[config.mk]
export PLATFORM = sky130hd
export DESIGN_NAME = usbfs_serial_reg_bridge
export DESIGN_NICKNAME = d
export VERILOG_FILES = /design/src/rtl/usbfs_serial_reg_bridge.sv
export SDC_FILE = /design/constraint.sdc
export NUM_CORES = 1
export LEC_CHECK = 0
export ABC_AREA = 1
export CAP_MARGIN = 20
export CORE_ASPECT_RATIO = 0.75
export CORE_MARGIN = 3
export CORE_UTILIZATION = 45
export DETAILED_ROUTE_END_ITERATION = 10
export HOLD_SLACK_MARGIN = 0.02
export MAX_ROUTING_LAYER = met4
export PLACE_DENSITY = 0.84
export SLEW_MARGIN = 10
export SYNTH_ARGS = -nofsm -noshare
export SYNTH_HDL_FRONTEND = slang
export SYNTH_SLANG_ARGS = --single-unit
[constraint.sdc]
create_clock -name i_clk -period 1.45 [get_ports i_clk]
set_input_delay 0.435 -clock i_clk [delete_from_list [all_inputs] [get_ports i_clk]]
set_output_delay 0.435 -clock i_clk [all_outputs]
set_load 0.01 [all_outputs]
[src/rtl/usbfs_serial_reg_bridge.sv]
// Turns host-to-device bytes into register read/write strobes and returns the read data
// on the device-to-host byte stream. A byte with bit 7 set is a write, and the next byte is its data.
module usbfs_serial_reg_bridge #(
  parameter int ADDR_W    = 7,
  parameter int TIMEOUT   = 48000,
  parameter int TIMEOUT_W = $clog2(TIMEOUT + 1)
) (
  input  logic              i_clk,
  input  logic              i_rst,
  input  logic              i_rx_valid,
  input  logic [7:0]        i_rx_data,
  output logic              o_rx_ready,
  output logic              o_tx_valid,
  output logic [7:0]        o_tx_data,
  input  logic              i_tx_ready,
  output logic [ADDR_W-1:0] o_reg_addr,
  output logic              o_reg_wrEn,
  output logic [7:0]        o_reg_wrData,
  output logic              o_reg_rdEn,
  input  logic [7:0]        i_reg_rdData,
  output logic              o_timeout
);

  // A zero TIMEOUT gives a zero-width counter, so the counter is kept at least one bit wide.
  localparam int CNT_W = (TIMEOUT_W < 1) ? 1 : TIMEOUT_W;
  localparam logic [CNT_W-1:0] TIMEOUT_TC = CNT_W'((TIMEOUT > 0) ? TIMEOUT - 1 : 0);
  localparam logic TIMEOUT_EN = (TIMEOUT > 0);

  typedef enum logic [2:0] {
    IDLE,
    WRDATA,
    RDEN,
    RDCAP,
    RESP
  } stateT;

  stateT            state;
  logic [CNT_W-1:0] timeoutCnt;
  logic             rxAccept;
  logic             unusedRxBits;

  assign rxAccept     = i_rx_valid && o_rx_ready;
  assign unusedRxBits = ^(i_rx_data >> ADDR_W);

  always_ff @(posedge i_clk) begin
    if (i_rst) begin
      state        <= IDLE;
      timeoutCnt   <= '0;
      o_rx_ready   <= 1'b1;
      o_tx_valid   <= 1'b0;
      o_tx_data    <= 8'h00;
      o_reg_addr   <= '0;
      o_reg_wrEn   <= 1'b0;
      o_reg_wrData <= 8'h00;
      o_reg_rdEn   <= 1'b0;
      o_timeout    <= 1'b0;
    end else begin
      o_reg_wrEn <= 1'b0;
      o_reg_rdEn <= 1'b0;
      o_timeout  <= 1'b0;
      case (state)
        IDLE: begin
          if (rxAccept) begin
            o_reg_addr <= i_rx_data[ADDR_W-1:0];
            if (i_rx_data[7]) begin
              timeoutCnt <= '0;
              state      <= WRDATA;
            end else begin
              o_reg_rdEn <= 1'b1;
              o_rx_ready <= 1'b0;
              state      <= RDEN;
            end
          end
        end
        WRDATA: begin
          // A data byte arriving on the terminal-count cycle still completes the write.
          if (rxAccept) begin
            o_reg_wrEn   <= 1'b1;
            o_reg_wrData <= i_rx_data;
            state        <= IDLE;
          end else if (TIMEOUT_EN && (timeoutCnt == TIMEOUT_TC)) begin
            o_timeout <= 1'b1;
            state     <= IDLE;
          end else begin
            timeoutCnt <= timeoutCnt + 1'b1;
          end
        end
        RDEN: begin
          state <= RDCAP;
        end
        RDCAP: begin
          o_tx_data  <= i_reg_rdData;
          o_tx_valid <= 1'b1;
          state      <= RESP;
        end
        RESP: begin
          if (i_tx_ready) begin
            o_tx_valid <= 1'b0;
            o_rx_ready <= 1'b1;
            state      <= IDLE;
          end
        end
        default: begin
          o_tx_valid <= 1'b0;
          o_rx_ready <= 1'b1;
          state      <= IDLE;
        end
      endcase
    end
  end

endmodule

* Word-level counts from Yosys, hierarchy flattened
Cells that the tools add are included. Widths: inputs -> output; s select.
Storage, ports and cells: register bits after elaboration 47, bits of input ports 20, output and inout bits 28
Cells by class: add/subtract/negate cells 1, equality and inequality tests 12, multiplexer cells 20, bitwise operators 5, reduce and logical (&&, ||, !) cells 14
Operator list (number):
- $mux 16 | 4
- $pmux 16 s2 | 1
- $add 16x1->16 const B | 1
- $eq 16x16->1 const B | 1
- $pmux 3 s5 | 1
- $mux 3 | 4
- $ne 2x2->1 const B | 6
- $reduce_or 3->1 | 4
- $mux 1 | 7
- $eq 3x2->1 const B | 2
- $pmux 1 s3 | 2
- $reduce_and 2->1 | 3
- $not 1->1 | 5
- $reduce_and 5->1 | 1
- $reduce_and 4->1 | 1
- $eq 3x1->1 const B | 1
- $eq 3x3->1 const B | 1
- $logic_not 3->1 | 1
- $ne 3x3->1 const B | 1
- $reduce_and 3->1 | 1
- $mux 2 | 1
- $reduce_bool 2->1 | 1
- $reduce_or 2->1 | 1
- $logic_and 1x1->1 | 1

* Longest topological paths before layout
Gate-level depths: netlist of run 1.
word-level depth 4, depth in mapped cells 10, gate-level depth less buffers 10

* Least setup slack after synthesis of run 1
OpenSTA, ideal clock, no wires.
path type input-to-reg, from input port i_rx_valid, to register timeoutCnt[4], arrival 1296 ps, setup slack 20 ps, stages 8, path through nand2_1 -> o21ai_1 -> nand2_1 -> nor2_4 -> nand2_4 -> buf_6 -> nand2_1 -> a21oi_1
On the way: cells in the longest elaborated chain, start to end 3
Ends and longest elaborated chain:
- from (decl) | line 10 | input logic i_rx_valid,
- $logic_and 1x1->1 (*) | line 42 | assign rxAccept = i_rx_valid && o_rx_ready;
- $ne 2x2->1 (no source line)
- $reduce_and 5->1 (no source line) (*)
- to (signal assigned) | line 85 | timeoutCnt <= timeoutCnt + 1'b1;
- to (decl) | line 38 | logic [CNT_W-1:0] timeoutCnt;
Every way passes the cells marked *; elsewhere a longest branch is shown, timed or not. A chain may end at the register's enable or synchronous reset.

* Worst setup path in the final report of run 1
from register timeoutCnt[0], to register timeoutCnt[10]
On the way: cells in the longest elaborated chain, start to end 4
Ends and longest elaborated chain:
- $add 16x1->16 | line 85
- $mux 16 | line 81 | end else if (TIMEOUT_EN && (timeoutCnt == TIMEOUT_TC)) begin
- $mux 16 | line 77 | if (rxAccept) begin
- $pmux 16 s2 | line 61 | case (state)
Parallel ways exist; a longest one is shown, timed or not. The select of a mux whose other input is x is not followed.

==> metrics.txt, run 1 <==
sequential-to-total area share from yosys stat=42.29%; hold crit path type=flop to flop; I/O Buffers=47; clk_lat worst skew=~0.30 ns; WP data arrival=1.74 ns; Clock Skew=0.003640 ns; Final Setup Violations=8; Synth warnings=0; clk slew on worst S/H paths=0.09 ns; Post-synth ARST share=0%; worst flop-to-flop path startpoint=timeoutCnt[0]; core area=4624 um^2; GRT Residual Overflow=0; Initial DRC Count=between 200 and 300; H-tree levels=2; Max VDD drop=0.0005993 V; end of the critical path=timeoutCnt[10]; Crit. Startpoint=timeoutCnt[0]; Comb pwr share=24.5%; Yosys top cell area share=42.29%; violated checks=negative setup slack; Sink Count=47; Final min period=around 1.5 ns; Max Clock Freq=673.6 MHz; clock power share=between 20% and 30%; TritonCTS buffer count=5; fin nets=436; Synth top cells by count=nand2_1 (83), nor2_1 (55), dfxtp_1 (47); CTS tree=built; largest net degree at the start of global routing=21; status=complete, but fails checks; flop-to-flop setup slack=-0.03 ns; fin. max-slew vios=0; Cell Int Power=around 2 mW; Max-cap violations=0; top-count cell post-synth=nand2_1; Vias=2563; Post-DRT Antenna Nets=0; worst-case reg-to-reg path depth=10; initial antenna violation count=0; fin util=70.62%; CP Class=flop to flop; area of placed instances=3040 um^2; largest area contributor in the netlist=dfxtp_1; Antenna Cells=0; Rows=21; I/O pin cnt=48; DIE WIDTH=87.19 um; Yosys reg bits=47; WL final=6968 um; synthesized area per cell=6.866 um^2; routed vias/inst=5.419; Top FF cell, synth=dfxtp_1; Die Footprint=5832 um^2; hold path depth=2; Max-slew headroom=75.43%; Final Wtd Congestion=0.9268; CTS Root Cell=clkbuf_8; hold slack=0.4679 ns; area delta synth->final=46.79%; sequential share of power=roughly half; CTS Hold Bufs=0; drt wl/cell=14.73 um; Net Sw Frac=31.28%; DRT Pass-1 Iters=5; Post-synth EDFFs=0; R2R Path End=timeoutCnt[10]; leakage=1.455 nW; Total GRT Usage=26.41%; first-pass GRT wire length=11800 um; P_sw=910.5 uW; Final Worst Setup Slack=-0.03458 ns; Die Y-Extent=66.89 um; clk buf depth=2; Remaining DRCs=0; Data required, critical path=1.71 ns; layout cell share with drive strength beyond 1=24.52%; Mapped Area=2225 um^2; cells after synthesis=324; Syn Nets=345; Tightest Pin Transition=0.3672 ns; RSZ-0062 raised after global routing=yes; pwr dens=between 800 and 900 nW/um^2; Setup crit end kind=flop; synth unique cells=30; final design instance area without fill=~3300 um^2; Starting Density=approximately 48%; CP Launch Type=flop; period utilisation layout=102.4%; Hold Violations, Final=0; crit path max fanout=7; Area contributors post-synth=dfxtp_1 (42%), nand2_1 (14%), nor2_1 (9.3%), nand3_1 (6.3%), o21ai_0 (4.7%); vias in the first global route=2542; post-detail-place hpwl=around 5000 um
[metrics by stage]
stage / total power [mW] / instances / setup slack [ns] / setup TNS [ns]
floorplan: 1.767 / 324 / 0.01994 / 0
global placement: 2.086 / 463 / -0.3570 / -9.781
detailed placement: 2.109 / 463 / -0.4163 / -11.58
CTS: 2.882 / 473 / 0.002320 / 0
global route: 3.029 / 473 / -0.1311 / -1.528
finish: 2.910 / 473 / -0.03458 / -0.1460
[sequential cells by signal, summed over array words and instances (netlist names)]
name,cells
timeoutCnt,16
state,3
o_reg_wrEn,1
o_reg_addr,7
o_reg_rdEn,1
o_rx_ready,1
o_timeout,1
o_tx_valid,1
o_reg_wrData,8
o_tx_data,8
[power groups by stage]
stage / registers, mW / clock network [mW] / logic [mW]
detailed placement: 1.44 / 0 / 0.673
global placement: 1.43 / 0 / 0.653
finish: 1.41 / 0.789 / 0.713
global route: 1.42 / 0.844 / 0.769
CTS: 1.41 / 0.786 / 0.689
floorplan: 1.46 / 0 / 0.303
[worst min-delay path by stage]
stage | startpoint | endpoint
final | o_reg_addr[1] | o_reg_addr[1]
after global routing | o_reg_addr[6] | o_reg_addr[6]
after CTS | o_reg_addr[1] | o_reg_addr[1]
after detailed placement | o_reg_addr[1] | o_reg_addr[1]
after global placement | o_reg_addr[1] | o_reg_addr[1]
after floorplan | timeoutCnt[12] | timeoutCnt[12]
[critical path, stage by stage, from the launching register on]
cell and delay, ns:
dfxtp_2 0.36, ha_4 0.15, buf_6 0.11, nand3_1 0.08
nor2_1 0.14, buf_4 0.18, nand2_1 0.08, nand3b_1 0.17
nand2_1 0.07, nand2_1 0.05, inv_1 0.04
[cell type report]
cell class / instances / area [um^2]
timing repair buffer: 88 / 759.5
sequential: 47 / 949.7
fill: 371 / 1359
multi-input combinational: 241 / 1280
tap: 57 / 71.32
clock buffer: 6 / 72.57
clock inverter: 2 / 12.51
inverter: 32 / 120.1
[layout by cell type (no fill, tap or decap), drive strengths merged, types with 2 or more instances in the layout]
cell           synthesis  routed
nand3                 30      30
nor2                  61      61
dfxtp                 47      47
dlygate4sd2            0      30
clkinv                 2       3
clkdlybuf4s50          0      17
clkbuf                 4       6
buf                    1      41
nand3b                 2       2
nand4                  3       3
o211ai                 2       2
nor3                   3       3
nor4                   2       2
o21ai                 23      23
nand2                 88      89
a21oi                 20      20
inv                   30      30
[metal layers]
metal	up-vias	global-route usage, %	routed length [um]
li1	1230	-	-
met1	1188	33.83	3047
met4	0	9.579	126
met2	129	41.38	3168
met5	-	-	0
met3	16	5.439	626
[cell families (layout without fill, tap and decap cells)]
group	after synthesis	count (layout)	share of synthesized area, %
xor+xnor	2	2	0.7875
compound gates	47	47	11.14
buf+inv	37	128	6.580
flops	47	47	42.29
fa+ha+maj	1	1	0.5623
simple gates	190	191	38.64
[repair_timing]
action | 4_1_cts | 5_1_grt
pin swaps | 8 | 2
setup endpoints to repair | 57 | 18
gates cloned | 1 | 0
buffers inserted | 1 | 0
endpoints found under the hold margin | 0 | 0
gates resized for setup | 58 | 18
Power figures use the tool's default switching activity.
==> run 2, diff against run 1 <==
--- a/config.mk
+++ b/config.mk
@@ -6,7 +6,6 @@
 export NUM_CORES = 1
 export LEC_CHECK = 0
 export ABC_AREA = 1
-export CAP_MARGIN = 20
 export CORE_ASPECT_RATIO = 0.75
 export CORE_MARGIN = 3
 export CORE_UTILIZATION = 45
==> results of run 2 <==
No change in the layout: final DEF, timing and power equal those of run 1.
==> run 3, diff against run 2 <==
--- a/config.mk
+++ b/config.mk
@@ -6,7 +6,8 @@
 export NUM_CORES = 1
 export LEC_CHECK = 0
 export ABC_AREA = 1
-export CORE_ASPECT_RATIO = 0.75
+export CAP_MARGIN = 15
+export CORE_ASPECT_RATIO = 2
 export CORE_MARGIN = 3
 export CORE_UTILIZATION = 45
 export DETAILED_ROUTE_END_ITERATION = 10
==> run 3 against run 2 <==
Compared with the run above:
- the run still ends with negative setup slack left
- register-to-register slack barely moved
- clock power rose by 8.2%
- clock skew rose by 0.0032 ns
- highest routed layer unchanged
==> metrics.txt, run 3 (synthesis results as in run 1) <==
Data required, critical path=1.68 ns (-0.03 ns); CP Launch Type=flop; clk slew on worst S/H paths=0.09 ns (about the same); CP Class=flop to flop; TritonCTS buffer count=5 (unchanged); Max VDD drop=0.0007020 V (+17%); R2R Path End=timeoutCnt[1]; WL final=7347 um (+5.4%); CTS Hold Bufs=0 (unchanged); initial antenna violation count=0 (unchanged); first-pass GRT wire length=11580 um (-1.9%); vias in the first global route=2570 (+1.1%); Worst path top cell family by delay=simple AND/OR/NAND/NOR gates; Final Setup Violations=6 (-2); drt wl/cell=15.43 um (+4.8%); core area=4686 um^2 (+1.3%); most common cell after layout, fill and taps aside=nand2_1; violated checks=negative setup slack; WP data arrival=1.72 ns (-0.02 ns); Setup crit end kind=flop; largest register by flop count=timeoutCnt; status=complete, but fails checks; RSZ-0062 raised after global routing=yes; layout cell share with drive strength beyond 1=27.55% (+3.0 points); clk_lat worst skew=0.31 ns (about the same); crit path max fanout=7 (unchanged); routed vias/inst=5.378 (-0.75%); Die Footprint=5874 um^2 (+0.72%); hold crit path type=flop to flop; Max-slew headroom=75.69% (+0.26 points); worst-case reg-to-reg path depth=9 (-1); CTS Root Cell=clkbuf_8; largest registers=timeoutCnt (16), o_reg_wrData (8), o_tx_data (8); WP depth=9 (-1); fin. max-slew vios=0 (unchanged); Final Worst Setup Slack=-0.03208 ns (+0.002502 ns); hold slack=0.4635 ns (-0.004316 ns); fin util=72.44% (+1.8 points); Hold Violations, Final=0 (unchanged); Starting Density=47.48% (-0.63 points); I/O Buffers=47 (unchanged); area delta synth->final=52.59%; placed cells=463 (unchanged); worst flop-to-flop path startpoint=timeoutCnt[1]; Sink Count=47 (unchanged); largest net degree at the start of global routing=21 (unchanged); post-detail-place hpwl=4957 um (+2.1%); Final min period=1.482 ns (-0.002502 ns); slowest cell on the critical path=dfxtp_2; fin nets=441 (+1.1%); flop-to-flop setup slack=-0.03 ns (about the same); Initial DRC Count=91 (-65%); Total GRT Usage=25.12% (-1.3 points); Critical Path Max Stage Delay=0.37 ns (about the same); Max Clock Freq=674.7 MHz (+0.17%); Tightest Pin Transition=0.3643 ns (-0.002936 ns); leakage=1.525 nW (+4.8%); CTS tree=built; clk buf depth=2 (unchanged); Clock Skew=0.006848 ns (+0.003208 ns); end of the critical path=timeoutCnt[1]; Remaining DRCs=0 (unchanged); H-tree levels=2 (unchanged); Rows=35 (+67%); Crit. Startpoint=timeoutCnt[1]; final design instance area without fill=3395 um^2 (+3.9%); DIE WIDTH=55.72 um (-36%); dpl ws=-0.3898 ns (+0.02654 ns); GRT Residual Overflow=0 (unchanged); pwr dens=881.6 nW/um^2 (-1.1%); area of placed instances=3078 um^2 (+1.2%); total power after layout=2.993 mW (+2.8%); Max-cap violations=0 (unchanged); period utilisation layout=102.2% (-0.17 points); critical-path cell list=ha_4, buf_6, nand3_4, nor2_4, nand3_4, buf_12, nand2_8, nand2_1, a21oi_1; Die Y-Extent=105.4 um (+58%); WP buf/inv=2 (-1); most frequent cells in the layout=nand2_1 (73), nor2_1 (46), dfxtp_1 (41), buf_4 (39), dlygate4sd2_1 (30); non-filler cells, final=476 (+0.63%); Antenna Cells=0 (unchanged); TNS Setup=-0.07804 ns (+0.06793 ns); Vias=2560 (-0.12%); Crit path top cell by count=nand3_4; Largest register FFs=16 (unchanged); Final Wtd Congestion=0.9477 (+2.3%); I/O pin cnt=48 (unchanged); DRT Pass-1 Iters=5 (unchanged); Post-DRT Antenna Nets=0 (unchanged)
## run 3: cell count changes in the layout (fill, tap and decap cells not counted), moves of 3 or more
cell,delta
nand2_1,-5
buf_12,+3
buf_4,+3
nand2_2,+3
## run 3: power by group
group          switching, mW  internal [mW]  leakage, nW
clock network          0.464          0.390       0.0474
logic                  0.428          0.300         1.09
registers             0.0462           1.36        0.384
## run 3: worst reg2reg max path: cells and delay by family (launching register included)
kind            cells  cell delay, ns
fa+ha+maj           1            0.16
flops               1            0.37
buf+inv             2            0.27
simple gates        5            0.48
compound gates      1            0.13
## run 3: worst min-delay path by stage
stage / end / cells after the start / startpoint / slack (ns)
6_report: o_reg_addr[4] / 2 / o_reg_addr[4] / 0.46
5_1_grt: o_reg_addr[3] / 2 / o_reg_addr[3] / 0.49
4_1_cts: o_reg_addr[4] / 2 / o_reg_addr[4] / 0.46
3_5_place_dp: o_reg_addr[4] / 2 / o_reg_addr[4] / 0.45
3_3_place_gp: o_reg_addr[0] / 2 / o_reg_addr[0] / 0.45
2_1_floorplan: timeoutCnt[12] / 2 / timeoutCnt[12] / 0.47
## run 3: repair_timing
action	4_1_cts	5_1_grt
endpoints found under the setup margin	55	27
gates cloned	1	0
setup buffers	1	4
pin swaps	12	19
resized for setup	53	33
## run 3: routing by layer
layer	share of wire, %	global-route usage, %	up-vias
met5	0	-	-
met4	4.8	14.26	0
met3	3.2	2.206	31
met2	58	47.63	103
met1	34	23.89	1189
li1	-	-	1237
## run 3: cell type report
cell class	instances	area [um^2]
clock inverters	2	16.27
clock buffers	6	82.58
well taps	55	68.82
multi-input cells	241	1328
fillers	316	1291
repair buffers	93	830.8
inverters	32	120.1
flip-flops and latches	47	948.4
